$ cat src/rtl/caf_foa_scheduler_pkg.sv
// Shared types for the FOA sweep scheduler: FSM state encoding and small helpers.
package caf_foa_scheduler_pkg;

    typedef enum logic [2:0] {
        ST_IDLE    = 3'd0,
        ST_LUT_RD  = 3'd1,
        ST_CONFIG  = 3'd2,
        ST_RUN     = 3'd3,
        ST_WAIT    = 3'd4,
        ST_COMPARE = 3'd5,
        ST_OUTPUT  = 3'd6
    } state_t;

    // Everything except IDLE counts as an active sweep.
    function automatic logic isBusy(input state_t s);
        return s != ST_IDLE;
    endfunction

endpackage

$ cat src/rtl/caf_peak_tracker.sv
// Running best-of-sweep tracker: keeps the largest peak seen and the bin/lag
// it came from. A strict greater-than compare means ties keep the earlier bin.
module caf_peak_tracker #(
    parameter int FOA_BITS   = 3,
    parameter int INDEX_BITS = 4,
    parameter int MAX_BITS   = 32
) (
    input  logic                  clk,
    input  logic                  rst_n,
    input  logic                  i_clear,
    input  logic                  i_update,
    input  logic [FOA_BITS-1:0]   i_bin,
    input  logic [INDEX_BITS-1:0] i_lag,
    input  logic [MAX_BITS-1:0]   i_max,
    output logic [FOA_BITS-1:0]   o_bestBin,
    output logic [INDEX_BITS-1:0] o_bestLag,
    output logic [MAX_BITS-1:0]   o_bestMax
);

    logic [FOA_BITS-1:0]   r_bestBin;
    logic [INDEX_BITS-1:0] r_bestLag;
    logic [MAX_BITS-1:0]   r_bestMax;

    // Clear at sweep start, otherwise take a candidate only if it strictly beats the best.
    always_ff @(posedge clk or negedge rst_n) begin
        if (!rst_n) begin
            r_bestBin <= '0;
            r_bestLag <= '0;
            r_bestMax <= '0;
        end else if (i_clear) begin
            r_bestBin <= '0;
            r_bestLag <= '0;
            r_bestMax <= '0;
        end else if (i_update && (i_max > r_bestMax)) begin
            r_bestBin <= i_bin;
            r_bestLag <= i_lag;
            r_bestMax <= i_max;
        end
    end

    assign o_bestBin = r_bestBin;
    assign o_bestLag = r_bestLag;
    assign o_bestMax = r_bestMax;

endmodule

$ cat src/rtl/caf_foa_scheduler.sv
// Serial FOA sweep sequencer: for each bin it reads the LUT, configures the
// shared frequency shifter, runs one correlation pass under a watchdog, and
// finally emits the best {bin, lag, peak} as a single stream word.
module caf_foa_scheduler
    import caf_foa_scheduler_pkg::*;
#(
    parameter int FOA_LEN        = 8,
    parameter int FOA_BITS       = 3,
    parameter int PHASE_BITS     = 10,
    parameter int INDEX_BITS     = 4,
    parameter int MAX_BITS       = 32,
    parameter int TIMEOUT_CYCLES = 1024
) (
    input  logic                                 clk,
    input  logic                                 rst_n,
    input  logic                                 m_axis_tvalid,
    output logic                                 s_axis_tready,
    output logic [FOA_BITS-1:0]                  lut_addr,
    input  logic [PHASE_BITS-1:0]                lut_freq_step,
    input  logic                                 lut_neg_shift,
    output logic [PHASE_BITS-1:0]                freq_step,
    output logic                                 neg_shift,
    output logic                                 eng_start,
    input  logic                                 eng_done,
    input  logic [MAX_BITS-1:0]                  eng_max,
    input  logic [INDEX_BITS-1:0]                eng_index,
    output logic                                 s_axis_tvalid,
    output logic [FOA_BITS+INDEX_BITS+MAX_BITS-1:0] s_axis_tdata,
    input  logic                                 m_axis_tready,
    output logic                                 busy,
    output logic                                 timeout_err
);

    // The watchdog starts at 0 in the first WAIT cycle; leaving when it would
    // reach TIMEOUT_CYCLES-1 gives TIMEOUT_CYCLES-1 WAIT cycles per timed-out bin.
    localparam int                     WD_BITS  = $clog2(TIMEOUT_CYCLES);
    localparam logic [WD_BITS-1:0]     WD_LAST  = WD_BITS'(TIMEOUT_CYCLES - 2);
    localparam logic [FOA_BITS-1:0]    LAST_BIN = FOA_BITS'(FOA_LEN - 1);

    state_t                  r_state;
    logic [FOA_BITS-1:0]     r_bin;
    logic [WD_BITS-1:0]      r_wd;
    logic [MAX_BITS-1:0]     r_engMax;
    logic [INDEX_BITS-1:0]   r_engIndex;
    logic                    r_binValid;
    logic [FOA_BITS-1:0]     r_lutAddr;
    logic [PHASE_BITS-1:0]   r_freqStep;
    logic                    r_negShift;
    logic                    r_engStart;
    logic                    r_tready;
    logic                    r_tvalid;
    logic                    r_timeoutErr;

    logic                    w_accept;
    logic                    w_update;
    logic [FOA_BITS-1:0]     w_bestBin;
    logic [INDEX_BITS-1:0]   w_bestLag;
    logic [MAX_BITS-1:0]     w_bestMax;

    assign w_accept = (r_state == ST_IDLE) && r_tready && m_axis_tvalid;
    assign w_update = (r_state == ST_COMPARE) && r_binValid;

    caf_peak_tracker #(
        .FOA_BITS   (FOA_BITS),
        .INDEX_BITS (INDEX_BITS),
        .MAX_BITS   (MAX_BITS)
    ) u_tracker (
        .clk       (clk),
        .rst_n     (rst_n),
        .i_clear   (w_accept),
        .i_update  (w_update),
        .i_bin     (r_bin),
        .i_lag     (r_engIndex),
        .i_max     (r_engMax),
        .o_bestBin (w_bestBin),
        .o_bestLag (w_bestLag),
        .o_bestMax (w_bestMax)
    );

    // Sweep FSM with registered handshake, LUT address, shifter config and watchdog.
    always_ff @(posedge clk or negedge rst_n) begin
        if (!rst_n) begin
            r_state      <= ST_IDLE;
            r_bin        <= '0;
            r_wd         <= '0;
            r_engMax     <= '0;
            r_engIndex   <= '0;
            r_binValid   <= 1'b0;
            r_lutAddr    <= '0;
            r_freqStep   <= '0;
            r_negShift   <= 1'b0;
            r_engStart   <= 1'b0;
            r_tready     <= 1'b0;
            r_tvalid     <= 1'b0;
            r_timeoutErr <= 1'b0;
        end else begin
            r_engStart <= 1'b0;
            case (r_state)
                ST_IDLE: begin
                    r_tready <= 1'b1;
                    if (w_accept) begin
                        r_tready     <= 1'b0;
                        r_bin        <= '0;
                        r_lutAddr    <= '0;
                        r_timeoutErr <= 1'b0;
                        r_wd         <= '0;
                        r_state      <= ST_LUT_RD;
                    end
                end
                ST_LUT_RD: begin
                    r_state <= ST_CONFIG;
                end
                ST_CONFIG: begin
                    r_freqStep <= lut_freq_step;
                    r_negShift <= lut_neg_shift;
                    r_engStart <= 1'b1;
                    r_state    <= ST_RUN;
                end
                ST_RUN: begin
                    r_wd    <= '0;
                    r_state <= ST_WAIT;
                end
                ST_WAIT: begin
                    if (eng_done) begin
                        r_engMax   <= eng_max;
                        r_engIndex <= eng_index;
                        r_binValid <= 1'b1;
                        r_state    <= ST_COMPARE;
                    end else if (r_wd == WD_LAST) begin
                        r_timeoutErr <= 1'b1;
                        r_binValid   <= 1'b0;
                        r_state      <= ST_COMPARE;
                    end else begin
                        r_wd <= r_wd + 1'b1;
                    end
                end
                ST_COMPARE: begin
                    if (r_bin == LAST_BIN) begin
                        r_tvalid <= 1'b1;
                        r_state  <= ST_OUTPUT;
                    end else begin
                        r_bin     <= r_bin + 1'b1;
                        r_lutAddr <= r_bin + 1'b1;
                        r_state   <= ST_LUT_RD;
                    end
                end
                ST_OUTPUT: begin
                    if (m_axis_tready) begin
                        r_tvalid <= 1'b0;
                        r_tready <= 1'b1;
                        r_state  <= ST_IDLE;
                    end
                end
                default: begin
                    r_state <= ST_IDLE;
                end
            endcase
        end
    end

    assign s_axis_tready = r_tready;
    assign lut_addr      = r_lutAddr;
    assign freq_step     = r_freqStep;
    assign neg_shift     = r_negShift;
    assign eng_start     = r_engStart;
    assign s_axis_tvalid = r_tvalid;
    assign s_axis_tdata  = r_tvalid ? {w_bestBin, w_bestLag, w_bestMax} : '0;
    assign busy          = isBusy(r_state);
    assign timeout_err   = r_timeoutErr;

endmodule

$ cat config.mk
export PLATFORM = sky130hd
export DESIGN_NAME = caf_foa_scheduler
export DESIGN_NICKNAME = d
export VERILOG_FILES = /design/src/rtl/caf_foa_scheduler_pkg.sv /design/src/rtl/caf_peak_tracker.sv /design/src/rtl/caf_foa_scheduler.sv
export SDC_FILE = /design/constraint.sdc
export NUM_CORES = 1
export LEC_CHECK = 0
export ABC_AREA = 0
export BUFFER_PORTS_ARGS = -buffer_cell sky130_fd_sc_hd__buf_2
export CORE_UTILIZATION = 31
export CTS_CLUSTER_DIAMETER = 30
export DETAILED_ROUTE_END_ITERATION = 8
export PLACE_DENSITY = 0.6
export SETUP_SLACK_MARGIN = 0.5
export SYNTH_ARGS = -nofsm -noshare
export SYNTH_HDL_FRONTEND = slang
export SYNTH_HIERARCHICAL = 1
export SYNTH_SLANG_ARGS = --single-unit
$ cat constraint.sdc
create_clock -name clk -period 3.16 [get_ports clk]
set_clock_uncertainty 0.15 [all_clocks]
set_input_delay 0.474 -clock clk [delete_from_list [all_inputs] [get_ports clk]]
set_output_delay 0.474 -clock clk [all_outputs]
set_load 0.02 [all_outputs]
# Word level (Yosys, flattened, before mapping)

Cells that the tools add are included.

Register bits after elaboration: 107
Latch bits: 0
Bits in writable memories: 0
Bits in read-only memories: 0
Input bits: 52
Output and inout bits: 58
Word-level logic and storage cells: 88
Memories kept: 0

$add $sub $neg: 2
$mul: 0
Divide/modulo/power cells: 0
$lt $le $gt $ge: 1
Equal/unequal tests: 16
Shifts and indexed selects: 0
Mux-type cells: 33
Bitwise logic cells: 0
Reduce and logical (&&, ||, !) cells: 21

Operator list:

| kind                    | number |
|---|---|
| $mux W32                | 2 |
| $mux W39                | 1 |
| $gt A32 B32 Y1          | 1 |
| $mux W10                | 3 |
| $pmux W10 S3            | 1 |
| $mux W3                 | 9 |
| $pmux W3 S7             | 1 |
| $eq A3 B3 Y1 const B    | 4 |
| $reduce_bool A2 Y1      | 6 |
| $add A10 B1 Y10 const B | 1 |
| $eq A10 B10 Y1 const B  | 1 |
| $mux W1                 | 10 |
| $ne A2 B2 Y1 const B    | 5 |
| $reduce_and A3 Y1       | 3 |
| $mux W4                 | 2 |
| $reduce_and A4 Y1       | 2 |
| $eq A3 B2 Y1 const B    | 2 |
| $pmux W1 S2             | 3 |
| $pmux W3 S2             | 1 |
| $reduce_and A2 Y1       | 3 |
| $reduce_bool A3 Y1      | 2 |
| $logic_and A1 B1 Y1     | 4 |
| $ne A2 B1 Y1 const B    | 2 |
| $add A3 B1 Y3 const B   | 1 |
| 3 further kinds         | 3 |

# Depth between registers and ports, before layout

Word-level depth: 5
Gate-level depth with buffers: 11
Gate-level depth less buffers: 8

# Modules after synthesis

The synthesis kept the hierarchy.

Modules (own cells, without submodules):

| module            | times used | cells each | area each (um2) | sequential area each (um2) |
|---|---|---|---|---|
| caf_foa_scheduler | 1          | 266        | 3309.4          | 1701.6 |
| caf_peak_tracker  | 1          | 287        | 2761.4          | 975.9 |

# Worst setup path after synthesis

Ideal clock, no wire load.

Path type: flip-flop to flip-flop
From: register r_engMax[23]
To: register u_tracker.r_bestMax[16] (netlist: u_tracker/o_bestMax[16])
Library setup time: 124 ps
Arrival time: 2171 ps
Data required time: 2886 ps
Path slack: 715 ps
Stages on the path, launching flop included: 11
Cell sequence: dfrtp_1 -> ha_1 -> a211oi_2 -> o21ai_1 -> a221o_1 -> or2_0 -> o21a_1 -> clkbuf_2 -> buf_6 -> buf_6 -> mux2i_1

Word-level cells in the longest chain between the ends: 3

Ends and longest elaborated chain:

| item                         | line                     | text |
|---|---|---|
| from (decl)                  | caf_foa_scheduler.sv:43  | `logic [MAX_BITS-1:0] r_engMax;` |
| from (signal assigned)       | caf_foa_scheduler.sv:125 | `r_engMax <= eng_max;` |
| $gt A32 B32 Y1               | caf_peak_tracker.sv:34   | `end else if (i_update && (i_max > r_bestMax)) begin` |
| $logic_and A1 B1 Y1          | caf_peak_tracker.sv:34   |  |
| $reduce_bool A2 Y1 (no line) | -                        |  |
| to (signal assigned)         | caf_peak_tracker.sv:37   | `r_bestMax <= i_max;` |
| to (decl)                    | caf_peak_tracker.sv:22   | `logic [MAX_BITS-1:0] r_bestMax;` |

Every way passes these cells.
A chain may end at the register's enable or synchronous reset.

# Worst setup path in the final report

From: register r_engMax[11]
To: register u_tracker.r_bestMax[27] (netlist: u_tracker/o_bestMax[27])

The elaborated chain is that of the path after synthesis.

==> key figures <==
Timing
  • Setup TNS: 0 ns
  • Final Max Slew Viols: 0
  • Min cycle time layout: 2.48 ns
  • Max Clock Freq: 0.403 GHz
  • Fin crit share: 0.786
  • Max-slew headroom at the worst pin: 0.545
  • Fin. Hold Viols: 0
  • Setup violations, final: 0
  • Worst-margin pin slew: 0.683 ns
  • RSZ-0062 raised after global routing: false
  • Final setup margin: 0.677 ns

Final layout
  • Fill count: 1905
  • Leading cell type in the layout, fill and taps excluded: buf_2
  • Fin nets: 748
  • Area growth, synth to finish: 19.6%
  • Sequential Area: 2680 sq um
  • Non-Filler Instances: 924
  • Share of cells above drive strength 1: 0.295
  • Footprint of the multi-input gates: 3060 sq um
  • Most frequent cells in the layout: buf_2, dfrtp_1, nand2b_1
  • N_diodes: 0
  • Final Instance Area: 7260 sq um

Pwr
  • Static Leak: 3.30 nW
  • Power Total: 7.25 mW
  • Maximum vdd ir drop: 0.388 mV
  • Pwr/cell area: 999 nW/um^2

Clock network
  • Maximum clock path buffer count: 2
  • Clk_lat worst skew: 0.36 ns
  • Clock sink count: 107
  • Num CTS Buffers: 9
  • CTS tree: yes
  • Reg clk slew, reported paths: 0.08 ns
  • CTS HTree Levels: 3
  • CTS root buf: clkbuf_16

Floorplanning
  • Die height: 142 um
  • Initial Utilization: 0.320
  • Full die area: 20100 sq um
  • Top Ports: 110
  • Die W: 142 um
  • Number of cell rows: 50
  • Core Area: 19000 sq um

Global route
  • Initial antenna violation count: 0
  • Global route overflow: 0
  • Vias in the first global route: 4256
  • GRT Total Usage: 0.139
  • Largest net degree at the start of global routing: 59
  • First-pass GRT wire length: 21.7 mm

Placement
  • Post-Place Cell Area: 6860 sq um
  • DP Wirelength: 9.11 mm
  • Port buffer count: 109
  • GPL Wtd Cong: 0.747
  • Placed Cells: 905
  • Pre-CTS setup slack: 0.295 ns

Drt
  • WL final: 13.3 mm
  • Final ANT Viol Nets: 0
  • DRC: 0
  • Routed vias/inst: 4.57
  • DR WL/cell: 14.4 um
  • DR iter-0 viols: 190
  • DRT Pass-1 Iters: 4
  • Total number of vias: 4220

Critical path
  • WP data required: 3.28 ns
  • Setup CP Type: register to register
  • CP Launch Type: register
  • Worst-path maximum fanout: 11
  • CP Data Arrival Time: 2.61 ns
  • Setup crit end kind: register

Synth
  • Area leader, netlist: dfrtp_1
  • Mapped Nets: 642
  • Top FF cell, synth: dfrtp_1
  • Synth top area cells: dfrtp_1, nand2b_1, ha_1, mux2i_1, mux2_2
  • Post-Syn Area: 6070 sq um
  • Synth Area per Inst: 11.0 sq um
  • Syn Inst Count: 553
  • Post-synth ARST share: 1.00
  • Top-area cell type share of the netlist area: 0.441
  • Number of synthesized flops with an enable pin: 0
  • Ys Warns: 6
  • Seq/Total Area, Yosys: 0.441
  • Yosys reg bits: 107
  • Number of library cell types mapped by synthesis: 51

Run status
  • Status: finished clean

Flow run
  • Max-cap viol count: 0

Worst hold path
  • Worst hold path class: input pin to register
[registers in the layout (all words and copies together), names as in the netlist]
register / count
r_engMax: 32
u_tracker/o_bestMax: 32
freq_step: 10
r_wd: 10
r_engIndex: 4
u_tracker/o_bestLag: 4
lut_addr: 3
r_state: 3
u_tracker/o_bestBin: 3
eng_start: 1
neg_shift: 1
r_binValid: 1
s_axis_tready: 1
s_axis_tvalid: 1
timeout_err: 1
[critical path, cell delays in order, from the launching register on]
cell and delay [ns]:
dfrtp_1 0.40, ha_1 0.33, nand4_1 0.20, nor4_4 0.34, a21boi_0 0.23, a211o_1 0.16, o21a_4 0.18, buf_6 0.19
mux2i_1 0.20
[metrics by stage]
| stage | hold WS [ns] | utilization |
|---|---|---|
| finish | 0.188 | 0.383 |
| global route | 0.170 | 0.383 |
| CTS | 0.168 | 0.381 |
| detailed placement | 0.237 | 0.362 |
| global placement | 0.235 | 0.362 |
| floorplan | 0.0284 | - |
[worst paths after layout]
| check | slack (ns) | start | cells past startpoint | to |
|---|---|---|---|---|
| max in group asynchronous | 1.77 | rst_n | 3 | r_engMax[19] |
| min in group asynchronous | 0.38 | rst_n | 2 | freq_step[6] |
| worst min-delay path | 0.19 | lut_freq_step[6] | 2 | freq_step[6] |
| worst max register to register | 0.68 | r_engMax[11] | 8 | u_tracker/o_bestMax[27] |
| worst min register to register | 0.33 | r_binValid | 1 | r_binValid |
| worst max-delay path | 0.68 | r_engMax[11] | 8 | u_tracker/o_bestMax[27] |
[where the power goes]
group | internal, mW | leakage, nW | switching [mW]
clock network | 0.711 | 0.164 | 0.560
registers | 1.96 | 1.38 | 0.467
logic | 1.68 | 1.76 | 1.87
total | 4.35 | 3.30 | 2.90
[layout make-up]
cell class,instances,share of cell area
flip-flops and latches,107,0.369
repair buffers,122,0.0973
clock inverters,7,0.0150
inverters,41,0.0217
clock buffers,9,0.0310
multi-input cells,378,0.421
well taps,260,0.0448
[cell usage after synthesis (all sizes together), types with 2 or more instances]
library cell	count
or2b	2
nand3b	2
mux2	50
and3	5
nor3	3
dfrtp	107
a31oi	8
nor2b	3
inv	41
ha	37
a221o	2
o31a	2
or3	4
a21o	2
nor2	8
a21oi	16
buf	13
nand4	7
mux2i	39
nand2b	79
and2	40
a22o	2
o21a	4
o21bai	2
a211oi	2
o21ai	13
nor3b	2
nor4	3
nand3	6
o22ai	2
nand2	23
clkbuf	14
[cells by family after synthesis]
| logic type | after synthesis | synth area share |
|---|---|---|
| AOI/OAI and AO/OA | 62 | 0.0672 |
| DFF | 107 | 0.441 |
| buffers and inverters | 68 | 0.0585 |
| adders and majority gates | 37 | 0.0763 |
| muxes | 89 | 0.168 |
| and+or+nand+nor | 190 | 0.189 |
[per-layer routing]
metal	wire, um	track usage
met5	0	0
met3	533	0.0336
met2	6400	0.225
met4	118	0.0357
met1	6230	0.185
[repair_timing]
action,CTS,global route
pin swaps,1,1
gates resized for setup,2,3
gates cloned,0,1
hold endpoints to repair,19,0
hold buffers,1,0
setup endpoints to repair,39,39
buffers inserted,0,1
Note: power is estimated with default switching activity, not from simulation.
